--- src/rtl/event_pkg.sv ---
// event_queue shared definitions
// Event codes and widths used by the queue and its level filters.
package event_pkg;

    localparam int EV_W   = 4;
    localparam int NUM_EV = 14;

    localparam logic [EV_W-1:0] EV_NONE       = 4'd0;
    localparam logic [EV_W-1:0] EV_GO         = 4'd1;
    localparam logic [EV_W-1:0] EV_AWAKE      = 4'd2;
    localparam logic [EV_W-1:0] EV_PRESS      = 4'd3;
    localparam logic [EV_W-1:0] EV_UP         = 4'd4;
    localparam logic [EV_W-1:0] EV_DOWN       = 4'd5;
    localparam logic [EV_W-1:0] EV_LEFT       = 4'd6;
    localparam logic [EV_W-1:0] EV_RIGHT      = 4'd7;
    localparam logic [EV_W-1:0] EV_TOUCH_ON   = 4'd8;
    localparam logic [EV_W-1:0] EV_TOUCH_OFF  = 4'd9;
    localparam logic [EV_W-1:0] EV_EXPECT_ON  = 4'd10;
    localparam logic [EV_W-1:0] EV_EXPECT_OFF = 4'd11;
    localparam logic [EV_W-1:0] EV_PET_ON     = 4'd12;
    localparam logic [EV_W-1:0] EV_PET_OFF    = 4'd13;

    // Number of level sensors; level k owns codes 8+2k (ON) and 9+2k (OFF).
    localparam int NUM_LVL = 3;

    // Saturating add of a small increment onto a CNT_W-bit counter.
    function automatic longint sat_add(longint cur, int inc, int width);
        longint max_v;
        longint sum;
        max_v = (longint'(1) << width) - 1;
        sum   = cur + longint'(inc);
        return (sum > max_v) ? max_v : sum;
    endfunction

endpackage

--- src/rtl/event_queue_level_filter.sv ---
// event_queue level filter
// Synchronises an async level and debounces it with a stable counter.
module level_filter
    import event_pkg::*;
#(
    parameter int STABLE_CYCLES = 1_000_000
) (
    input  logic clk,
    input  logic rst,
    input  logic lvl,
    output logic filtered,
    output logic rise_req,
    output logic fall_req
);

    localparam int CW = (STABLE_CYCLES > 1) ? $clog2(STABLE_CYCLES) : 1;
    localparam logic [CW-1:0] LAST = CW'(STABLE_CYCLES - 1);

    logic          r_sync1;
    logic          r_sync2;
    logic          r_filt;
    logic [CW-1:0] r_cnt;
    logic          r_rise;
    logic          r_fall;

    // Sync the level, count disagreement, flip and pulse a request when stable.
    always_ff @(posedge clk) begin
        if (!rst) begin
            r_sync1 <= 1'b0;
            r_sync2 <= 1'b0;
            r_filt  <= 1'b0;
            r_cnt   <= '0;
            r_rise  <= 1'b0;
            r_fall  <= 1'b0;
        end else begin
            r_sync1 <= lvl;
            r_sync2 <= r_sync1;
            r_rise  <= 1'b0;
            r_fall  <= 1'b0;
            if (r_sync2 == r_filt) begin
                r_cnt <= '0;
            end else if (r_cnt == LAST) begin
                r_filt <= r_sync2;
                r_cnt  <= '0;
                r_rise <= r_sync2;
                r_fall <= ~r_sync2;
            end else begin
                r_cnt <= r_cnt + 1'b1;
            end
        end
    end

    assign filtered = r_filt;
    assign rise_req = r_rise;
    assign fall_req = r_fall;

endmodule

--- src/rtl/event_queue.sv ---
// event_queue top
// Merges sensor pulses and debounced levels into one FIFO of event codes.
module event_queue
    import event_pkg::*;
#(
    parameter int DEPTH         = 8,
    parameter int STABLE_CYCLES = 1_000_000,
    parameter int CNT_W         = 8
) (
    input  logic                         clk,
    input  logic                         rst,
    input  logic                         go,
    input  logic                         awaking,
    input  logic                         pressed,
    input  logic                         up,
    input  logic                         down,
    input  logic                         left,
    input  logic                         right,
    input  logic                         touched,
    input  logic                         expecting,
    input  logic                         petting,
    input  logic                         ev_ready,
    output logic                         ev_valid,
    output logic [EV_W-1:0]              ev_code,
    output logic [$clog2(DEPTH+1)-1:0]   fifo_level,
    output logic [CNT_W-1:0]             coalesce_cnt
);

    localparam int AW = $clog2(DEPTH);
    localparam int LW = $clog2(DEPTH + 1);
    localparam logic [LW-1:0] FULL = LW'(DEPTH);

    logic [EV_W-1:0]   r_mem [DEPTH];
    logic [AW-1:0]     r_wp;
    logic [AW-1:0]     r_rp;
    logic [LW-1:0]     r_cnt;
    logic [NUM_EV-1:0] r_pend;
    logic [CNT_W-1:0]  r_coal;

    logic [NUM_LVL-1:0] w_lvl_in;
    logic [NUM_LVL-1:0] w_filt;
    logic [NUM_LVL-1:0] w_rise;
    logic [NUM_LVL-1:0] w_fall;
    logic [NUM_LVL-1:0] w_on;
    logic [NUM_LVL-1:0] w_off;

    logic [NUM_EV-1:0] w_pulse;
    logic [NUM_EV-1:0] w_clr;
    logic [NUM_EV-1:0] w_pend_nxt;
    logic [EV_W-1:0]   w_sel;
    logic              w_any;
    logic              w_full;
    logic              w_push;
    logic              w_pop;
    int                w_nmerge;
    logic [CNT_W-1:0]  w_coal_nxt;

    assign w_lvl_in = {petting, expecting, touched};

    for (genvar k = 0; k < NUM_LVL; k++) begin : g_lvl
        level_filter #(
            .STABLE_CYCLES(STABLE_CYCLES)
        ) u_filt (
            .clk      (clk),
            .rst      (rst),
            .lvl      (w_lvl_in[k]),
            .filtered (w_filt[k]),
            .rise_req (w_rise[k]),
            .fall_req (w_fall[k])
        );
    end

    // A request is only honoured when the filter agrees with its direction.
    assign w_on  = w_rise & w_filt;
    assign w_off = w_fall & ~w_filt;

    // Map pulse inputs onto their code positions.
    always_comb begin
        w_pulse           = '0;
        w_pulse[EV_GO]    = go;
        w_pulse[EV_AWAKE] = awaking;
        w_pulse[EV_PRESS] = pressed;
        w_pulse[EV_UP]    = up;
        w_pulse[EV_DOWN]  = down;
        w_pulse[EV_LEFT]  = left;
        w_pulse[EV_RIGHT] = right;
    end

    // Pick the lowest-numbered pending code and decide whether it moves.
    always_comb begin
        w_sel = EV_NONE;
        w_any = 1'b0;
        for (int i = NUM_EV - 1; i >= 0; i--) begin
            if (r_pend[i]) begin
                w_sel = EV_W'(i);
                w_any = 1'b1;
            end
        end
        w_full = (r_cnt == FULL);
        w_pop  = ev_valid & ev_ready;
        w_push = w_any & (~w_full | w_pop);
        w_clr  = '0;
        if (w_push) begin
            w_clr[w_sel] = 1'b1;
        end
    end

    // Next pending set: drain, new pulses, level requests and merge count.
    always_comb begin
        w_pend_nxt = (r_pend & ~w_clr) | (w_pulse & ~r_pend);
        w_nmerge   = 0;
        for (int i = 0; i < NUM_EV; i++) begin
            if (w_pulse[i] && r_pend[i]) begin
                w_nmerge = w_nmerge + 1;
            end
        end
        for (int k = 0; k < NUM_LVL; k++) begin
            // An opposite code still waiting cancels out; one leaving now does not.
            if (w_on[k]) begin
                if (r_pend[int'(EV_TOUCH_OFF) + 2*k] &&
                    !w_clr[int'(EV_TOUCH_OFF) + 2*k]) begin
                    w_pend_nxt[int'(EV_TOUCH_OFF) + 2*k] = 1'b0;
                end else begin
                    w_pend_nxt[int'(EV_TOUCH_ON) + 2*k] = 1'b1;
                end
            end
            if (w_off[k]) begin
                if (r_pend[int'(EV_TOUCH_ON) + 2*k] &&
                    !w_clr[int'(EV_TOUCH_ON) + 2*k]) begin
                    w_pend_nxt[int'(EV_TOUCH_ON) + 2*k] = 1'b0;
                end else begin
                    w_pend_nxt[int'(EV_TOUCH_OFF) + 2*k] = 1'b1;
                end
            end
        end
        w_coal_nxt = CNT_W'(sat_add(longint'(r_coal), w_nmerge, CNT_W));
    end

    // FIFO storage, pointers, occupancy, pending set and coalesce counter.
    always_ff @(posedge clk) begin
        if (!rst) begin
            r_wp   <= '0;
            r_rp   <= '0;
            r_cnt  <= '0;
            r_pend <= '0;
            r_coal <= '0;
        end else begin
            r_pend <= w_pend_nxt;
            r_coal <= w_coal_nxt;
            if (w_push) begin
                r_mem[r_wp] <= w_sel;
                r_wp        <= r_wp + 1'b1;
            end
            if (w_pop) begin
                r_rp <= r_rp + 1'b1;
            end
            if (w_push && !w_pop) begin
                r_cnt <= r_cnt + 1'b1;
            end else if (w_pop && !w_push) begin
                r_cnt <= r_cnt - 1'b1;
            end
        end
    end

    assign ev_valid     = (r_cnt != '0);
    assign ev_code      = ev_valid ? r_mem[r_rp] : EV_NONE;
    assign fifo_level   = r_cnt;
    assign coalesce_cnt = r_coal;

endmodule

--- config.mk ---
export PLATFORM = sky130hd
export DESIGN_NAME = event_queue
export DESIGN_NICKNAME = d
export VERILOG_FILES = /design/src/rtl/event_pkg.sv /design/src/rtl/event_queue_level_filter.sv /design/src/rtl/event_queue.sv
export SDC_FILE = /design/constraint.sdc
export NUM_CORES = 1
export LEC_CHECK = 0
export BUFFER_PORTS_ARGS = -buffer_cell sky130_fd_sc_hd__buf_2
export CAP_MARGIN = 10
export CELL_PAD_IN_SITES_DETAIL_PLACEMENT = 0
export CELL_PAD_IN_SITES_GLOBAL_PLACEMENT = 1
export CORE_ASPECT_RATIO = 1.5
export CORE_MARGIN = 3
export CORE_UTILIZATION = 45
export DETAILED_ROUTE_END_ITERATION = 10
export GPL_ROUTABILITY_DRIVEN = 0
export PLACE_DENSITY_LB_ADDON = 0.1
export SLEW_MARGIN = 20
export SYNTH_ARGS = -nofsm -noshare
export SYNTH_HDL_FRONTEND = slang
export SYNTH_HIERARCHICAL = 1
export SYNTH_SLANG_ARGS = --single-unit
--- constraint.sdc ---
create_clock -name clk -period 6 [get_ports clk]
set_input_delay 0.6 -clock clk [delete_from_list [all_inputs] [get_ports clk]]
set_output_delay 0.6 -clock clk [all_outputs]
set_load 0.005 [all_outputs]
After elaboration in Yosys (flattened, before gate mapping)

Memories as Yosys holds them, arrays and structs flattened. A register that Yosys moved wholly into a read port is not among the register bits.
Cells that the tools add are included.

Bits in registers: 107
RAM bits: 32
Input port bits: 13
Output and inout port bits: 17
Memories: 1

Memories:

| name  | depth | width | read ports | clocked after memory_dff | write ports | RTL line          | source |
|---|---|---|---|---|---|---|---|
| r_mem | 8     | 4     | 1          | 1                        | 1           | event_queue.sv:33 | `logic [EV_W-1:0] r_mem [DEPTH];` |

Add/subtract/negate cells: 14
Magnitude comparators: 3
Equal/unequal tests: 7
Mux-type cells: 65
Bitwise logic cells: 22
Reductions and logical operators: 35

Operator list:

| operator                | number |
|---|---|
| $add A32 B2 Y32 const B | 6 |
| $mux W32                | 6 |
| $mux W4                 | 17 |
| $add A20 B1 Y20 const B | 3 |
| $eq A20 B20 Y1 const B  | 3 |
| $add A9 B32 Y33         | 1 |
| $gt A33 B9 Y1 const B   | 1 |
| $mux W1                 | 31 |
| $not A14 Y14            | 2 |
| $reduce_or A3 Y1        | 6 |
| $logic_and A1 B1 Y1     | 16 |
| $and A14 B14 Y14        | 1 |
| $and A8 B14 Y14         | 1 |
| $mux W14                | 1 |
| $or A14 B14 Y14         | 1 |
| $mux W2                 | 6 |
| $not A1 Y1              | 11 |
| $logic_not A1 Y1        | 8 |
| $mux W8                 | 1 |
| $add A3 B1 Y3 const B   | 2 |
| $and A3 B3 Y3           | 2 |
| $mux W3                 | 2 |
| $reduce_and A2 Y1       | 3 |
| $lt A4 B5 Y1 const B    | 1 |
| other kinds (11)        | 14 |

Longest topological paths before layout

Depth in word-level cells: 26
Mapped depth: 24
Depth with buffers taken out: 23

By module

The synthesis kept the hierarchy.

By module, submodules not included:

| module       | times used | cells an instance | area an instance (sq um) |
|---|---|---|---|
| event_queue  | 1          | 354               | 3682.3 |
| level_filter | 3          | 123               | 1106.1 |

Least setup slack after synthesis

OpenSTA, ideal clock, no wires.

Kind: input port to flip-flop
Start: in go
End: reg r_coal[6] (netlist: coalesce_cnt[6])
Setup time: 133 ps
Arrival: 4397 ps
Required time: 5867 ps
Setup slack: 1470 ps
Stages: 22
Path through: and2_1 -> ha_1 -> xnor2_1 -> ha_1 -> nand3_1 -> nand2_1 -> ha_1 -> nor2_1 -> a31oi_1 -> ha_1 -> mux2i_1 -> inv_1 -> ha_1 -> nand3_1 -> xnor2_1 -> ha_1 -> nor2b_1 -> o21a_1 -> o21ai_0 -> a21oi_1 -> o21ai_0 -> o22ai_1

Cells in the longest elaborated chain, start to end: 17

RTL lines:

| element                 | RTL line           | source |
|---|---|---|
| start, declared         | event_queue.sv:12  | `input logic go,` |
| $logic_and A1 B1 Y1 (*) | event_queue.sv:113 | `if (w_pulse[i] && r_pend[i]) begin` |
| $mux W1 (*)             | event_queue.sv:113 |  |
| $add A32 B2 Y32         | event_queue.sv:114 | `w_nmerge = w_nmerge + 1;` |
| $mux W32 (*)            | event_queue.sv:113 |  |
| $add A32 B2 Y32         | event_queue.sv:114 |  |
| $mux W32 (*)            | event_queue.sv:113 |  |
| $add A32 B2 Y32         | event_queue.sv:114 |  |
| $mux W32 (*)            | event_queue.sv:113 |  |
| $add A32 B2 Y32         | event_queue.sv:114 |  |
| $mux W32 (*)            | event_queue.sv:113 |  |
| $add A32 B2 Y32         | event_queue.sv:114 |  |
| $mux W32 (*)            | event_queue.sv:113 |  |
| $add A32 B2 Y32         | event_queue.sv:114 |  |
| $mux W32 (*)            | event_queue.sv:113 |  |
| $add A9 B32 Y33 (*)     | event_pkg.sv:31    | `sum = cur + longint'(inc);` |
| $gt A33 B9 Y1           | event_pkg.sv:32    | `return (sum > max_v) ? max_v : sum;` |
| $mux W8 (*)             | event_pkg.sv:32    |  |
| end signal, assigned    | event_queue.sv:149 | `r_coal <= w_coal_nxt;` |
| end, declared           | event_queue.sv:38  | `logic [CNT_W-1:0] r_coal;` |

Mark *: on every way between the ends. The rest lies on a longest branch, timed or not.
A chain may end at the register's enable or synchronous reset.

Worst setup path in the final report

Start: reg r_pend[1]
End: reg r_coal[1] (netlist: coalesce_cnt[1])

Cells in the longest elaborated chain, start to end: 17

RTL lines:

| element                 | RTL line           | source |
|---|---|---|
| start, declared         | event_queue.sv:37  | `logic [NUM_EV-1:0] r_pend;` |
| start signal, assigned  | event_queue.sv:148 | `r_pend <= w_pend_nxt;` |
| $logic_and A1 B1 Y1 (*) | event_queue.sv:113 |  |
| $mux W1 (*)             | event_queue.sv:113 |  |
| $add A32 B2 Y32         | event_queue.sv:114 |  |
| $mux W32 (*)            | event_queue.sv:113 |  |
| $add A32 B2 Y32         | event_queue.sv:114 |  |
| $mux W32 (*)            | event_queue.sv:113 |  |
| $add A32 B2 Y32         | event_queue.sv:114 |  |
| $mux W32 (*)            | event_queue.sv:113 |  |
| $add A32 B2 Y32         | event_queue.sv:114 |  |
| $mux W32 (*)            | event_queue.sv:113 |  |
| $add A32 B2 Y32         | event_queue.sv:114 |  |
| $mux W32 (*)            | event_queue.sv:113 |  |
| $add A32 B2 Y32         | event_queue.sv:114 |  |
| $mux W32 (*)            | event_queue.sv:113 |  |
| $add A9 B32 Y33 (*)     | event_pkg.sv:31    |  |
| $gt A33 B9 Y1           | event_pkg.sv:32    |  |
| $mux W8 (*)             | event_pkg.sv:32    |  |

Marks and branches as above.

==> impl_results.md <==
* Run status: completed
* RSZ-0062 raised after global routing: false
* Static Leakage at 2.713 nW
* Max-cap violation count at 0
* Routed Antenna Nets at 0
* H-tree depth at 4
* Worst IR Drop VDD at 0.1567 mV
* TritonRoute pass-1 iters at 5
* Cell taking the most area after synthesis: dfxtp_1
* Fin crit share at between 80% and 90%
* Area share of the largest cell type after synthesis at 31.46%
* Synth cell types at 68
* PostCTS Resize Cnt at 0
* Worst-Margin Slew at 0.7716 ns
* Pwr dens at approximately 340 nW/um^2
* I/O Pins at 30
* DP HPWL at around 10000 microns
* Max Freq at 200.6 MHz
* Cts hold-fix bufs at 0
* Yosys Warn Count at 6
* Vias in the first global route at 5322
* Starting DRT DRC Count at between 200 and 250
* CTS Buffer Depth at 2
* Startpoint Class: register
* Post-Syn Area at 7000 sq um
* Min-delay worst type: primary input to register
* Total Nets Final at 783
* Via count at 5320
* Prevailing post-synth register cell: dfxtp_1
* CTS tree: done
* Die Ht at around 160 microns
* Commonest non-fill, non-tap cells in the layout: dfxtp_1 (110), nor2_1 (69), a21oi_1 (43)
* Final Slew Violations at 0
* Final setup fails at 0
* Core Util, Final at between 50% and 60%
* Vias/cell at 5.542
* Mapped Cells at 723
* GRT Residual Overflow at 0
* Async SR Flop Fraction at 0%
* Setup TNS at 0 ns
* # rows at between 50 and 60
* Slew margin rel. at between 40% and 50%
* Final hold vios at 0
* Clock slew at reported path FFs at 0.07 ns
* Root Buffer: clkbuf_16
* WL final at 14130 microns
* Post CTS Setup Buffer Count at 0
* Final Critical Period at 4.984 ns
* Worst-Skew Late Latency at 0.41 ns
* Synthesis-stage register bit count at 142
* Mapped Avg Cell Area at 9.683 sq um
* WS Path Type: register to register
* Top post-synthesis cells by area: dfxtp_1 (31%), edfxtp_1 (14%), nor2_1 (3.7%), ha_1 (3.6%), xnor2_1 (3.4%)
* Gr usage total at 17.29%
* CTS sink cnt at 142
* Initial Util at 46.24%
* P&R area growth vs syn at 12.40%
* WP data required at 6.28 ns
* Worst EP arrival at 5.26 ns
* CTS Buf Count at 17
* Final Non-Filler Cells at 960
* Crit Path Max Fanout at 9
* Layout cells sized above 1 at around 14%
* Setup Skew at 0.01076 ns
* Register area share after synthesis at roughly 45%
* Cell count after placement at 928
* DR DRC count at 0
* Most common cell after layout, fill and taps aside: dfxtp_1
* CP endpoint kind: register
* Post-synth EDFFs at 32
* Largest net degree at the start of global routing at 40
* Wire per inst at 14.72 microns
* Die X at between 100 and 150 microns
* N_diodes at 0
* Die area at 17120 sq um
* Buffers on Ports at 29
* First-pass GRT wire length at 24340 microns
* Initial antenna violation count at 0
* CORE AREA at 15140 sq um
cell usage after synthesis (4+ instances only):
library cell and instances:
or4_1 18, a21boi_0 4, o21a_1 11, nand2_1 37, nand3_1 41, dfxtp_1 110
nor2_1 69, nand2b_1 7, or2_2 4, or4_4 8, buf_6 4, nand4_1 12
or3_1 9, clkbuf_1 14, ha_1 20, mux4_2 8, inv_1 33, edfxtp_1 32
xor2_1 27, a21oi_1 43, mux2i_1 7, nor3_1 21, and3_1 4, and2_1 14
o31ai_1 14, or3_2 9, a21o_1 4, xnor2_1 27, buf_2 7, nor4_1 8
o21ai_0 30
worst paths after layout:
kind	from	to	slack [ns]	cells past startpoint
setup reg to reg	r_pend[1]	coalesce_cnt[1]	1.02	21
setup / recovery	r_pend[1]	coalesce_cnt[1]	1.02	21
hold / removal	petting	g_lvl[2].u_filt/r_sync1	0.39	2
hold reg to reg	g_lvl[2].u_filt/r_sync1	g_lvl[2].u_filt/r_sync2	0.44	1
through the flow:
step                area (sq um)  power (W)  hold slack (ns)  setup slack, ns
detailed placement          7273   0.001642           0.4242           0.7973
floorplan                   7004   0.001485           0.4118            1.470
global placement            7273   0.001621           0.4240           0.9938
CTS                         7864   0.002677           0.3722            1.048
finish                      7869   0.002640           0.3945            1.016
global route                7869   0.002779           0.3776           0.6118
routing by layer:
layer | GRT usage, % | vias to the layer above | wire (microns)
li1 | - | 2692 | -
met1 | 19.60 | 2549 | 5949
met2 | 31.65 | 64 | 7690
met3 | 3.294 | 15 | 328
met4 | 6.031 | 0 | 165
met5 | 0 | - | 0
worst max-delay path, cell delays in order, from the launching register on:
cell and delay, ns:
dfxtp_1 0.48, and2_1 0.18, ha_1 0.29, xnor2_1 0.21, ha_1 0.26, nand3_1 0.15
nand2_1 0.08, ha_1 0.32, nor2_1 0.05, a31oi_1 0.23, ha_1 0.25, nand3_1 0.10
xnor2_1 0.21, xnor2_1 0.18, nor4b_1 0.35, xor2_1 0.20, ha_1 0.28, o21a_1 0.12
o21ai_0 0.21, a21oi_1 0.12, o21ai_0 0.45, a21oi_1 0.14
flip-flops by register name, indices dropped and copies added (netlist names), 4 cells and up, named ones only:
name                cells
fifo_level              4
g_lvl.u_filt/r_cnt     60
coalesce_cnt            8
r_mem                  32
r_pend                 14
power by group:
part           internal (W)  leakage [nW]  switching (W)
Clock              0.000559         0.281       0.000466
Sequential          0.00105          1.19      0.0000724
Combinational      0.000230          1.24       0.000264
Total               0.00184          2.71       0.000802
final cells by class:
cell class                      instances  area [sq um]
Inverter                               33         123.9
Clock inverter                         15         165.2
Timing Repair Buffer                   30         152.6
Multi-Input combinational cell        524          3590
Tap cell                              199         249.0
Clock buffer                           17         425.4
Sequential cell                       142          3163
Fill cell                            1452          7271
kinds of logic after synthesis:
kind of cell | synth area share, %
simple gates | 22.91
compound gates | 13.39
flops | 45.18
buf+inv | 3.664
xor+xnor | 7.078
fa+ha+maj | 4.147
mux | 3.575
other cells | 0.05357
No activity file was read; power rests on OpenSTA's default activity.
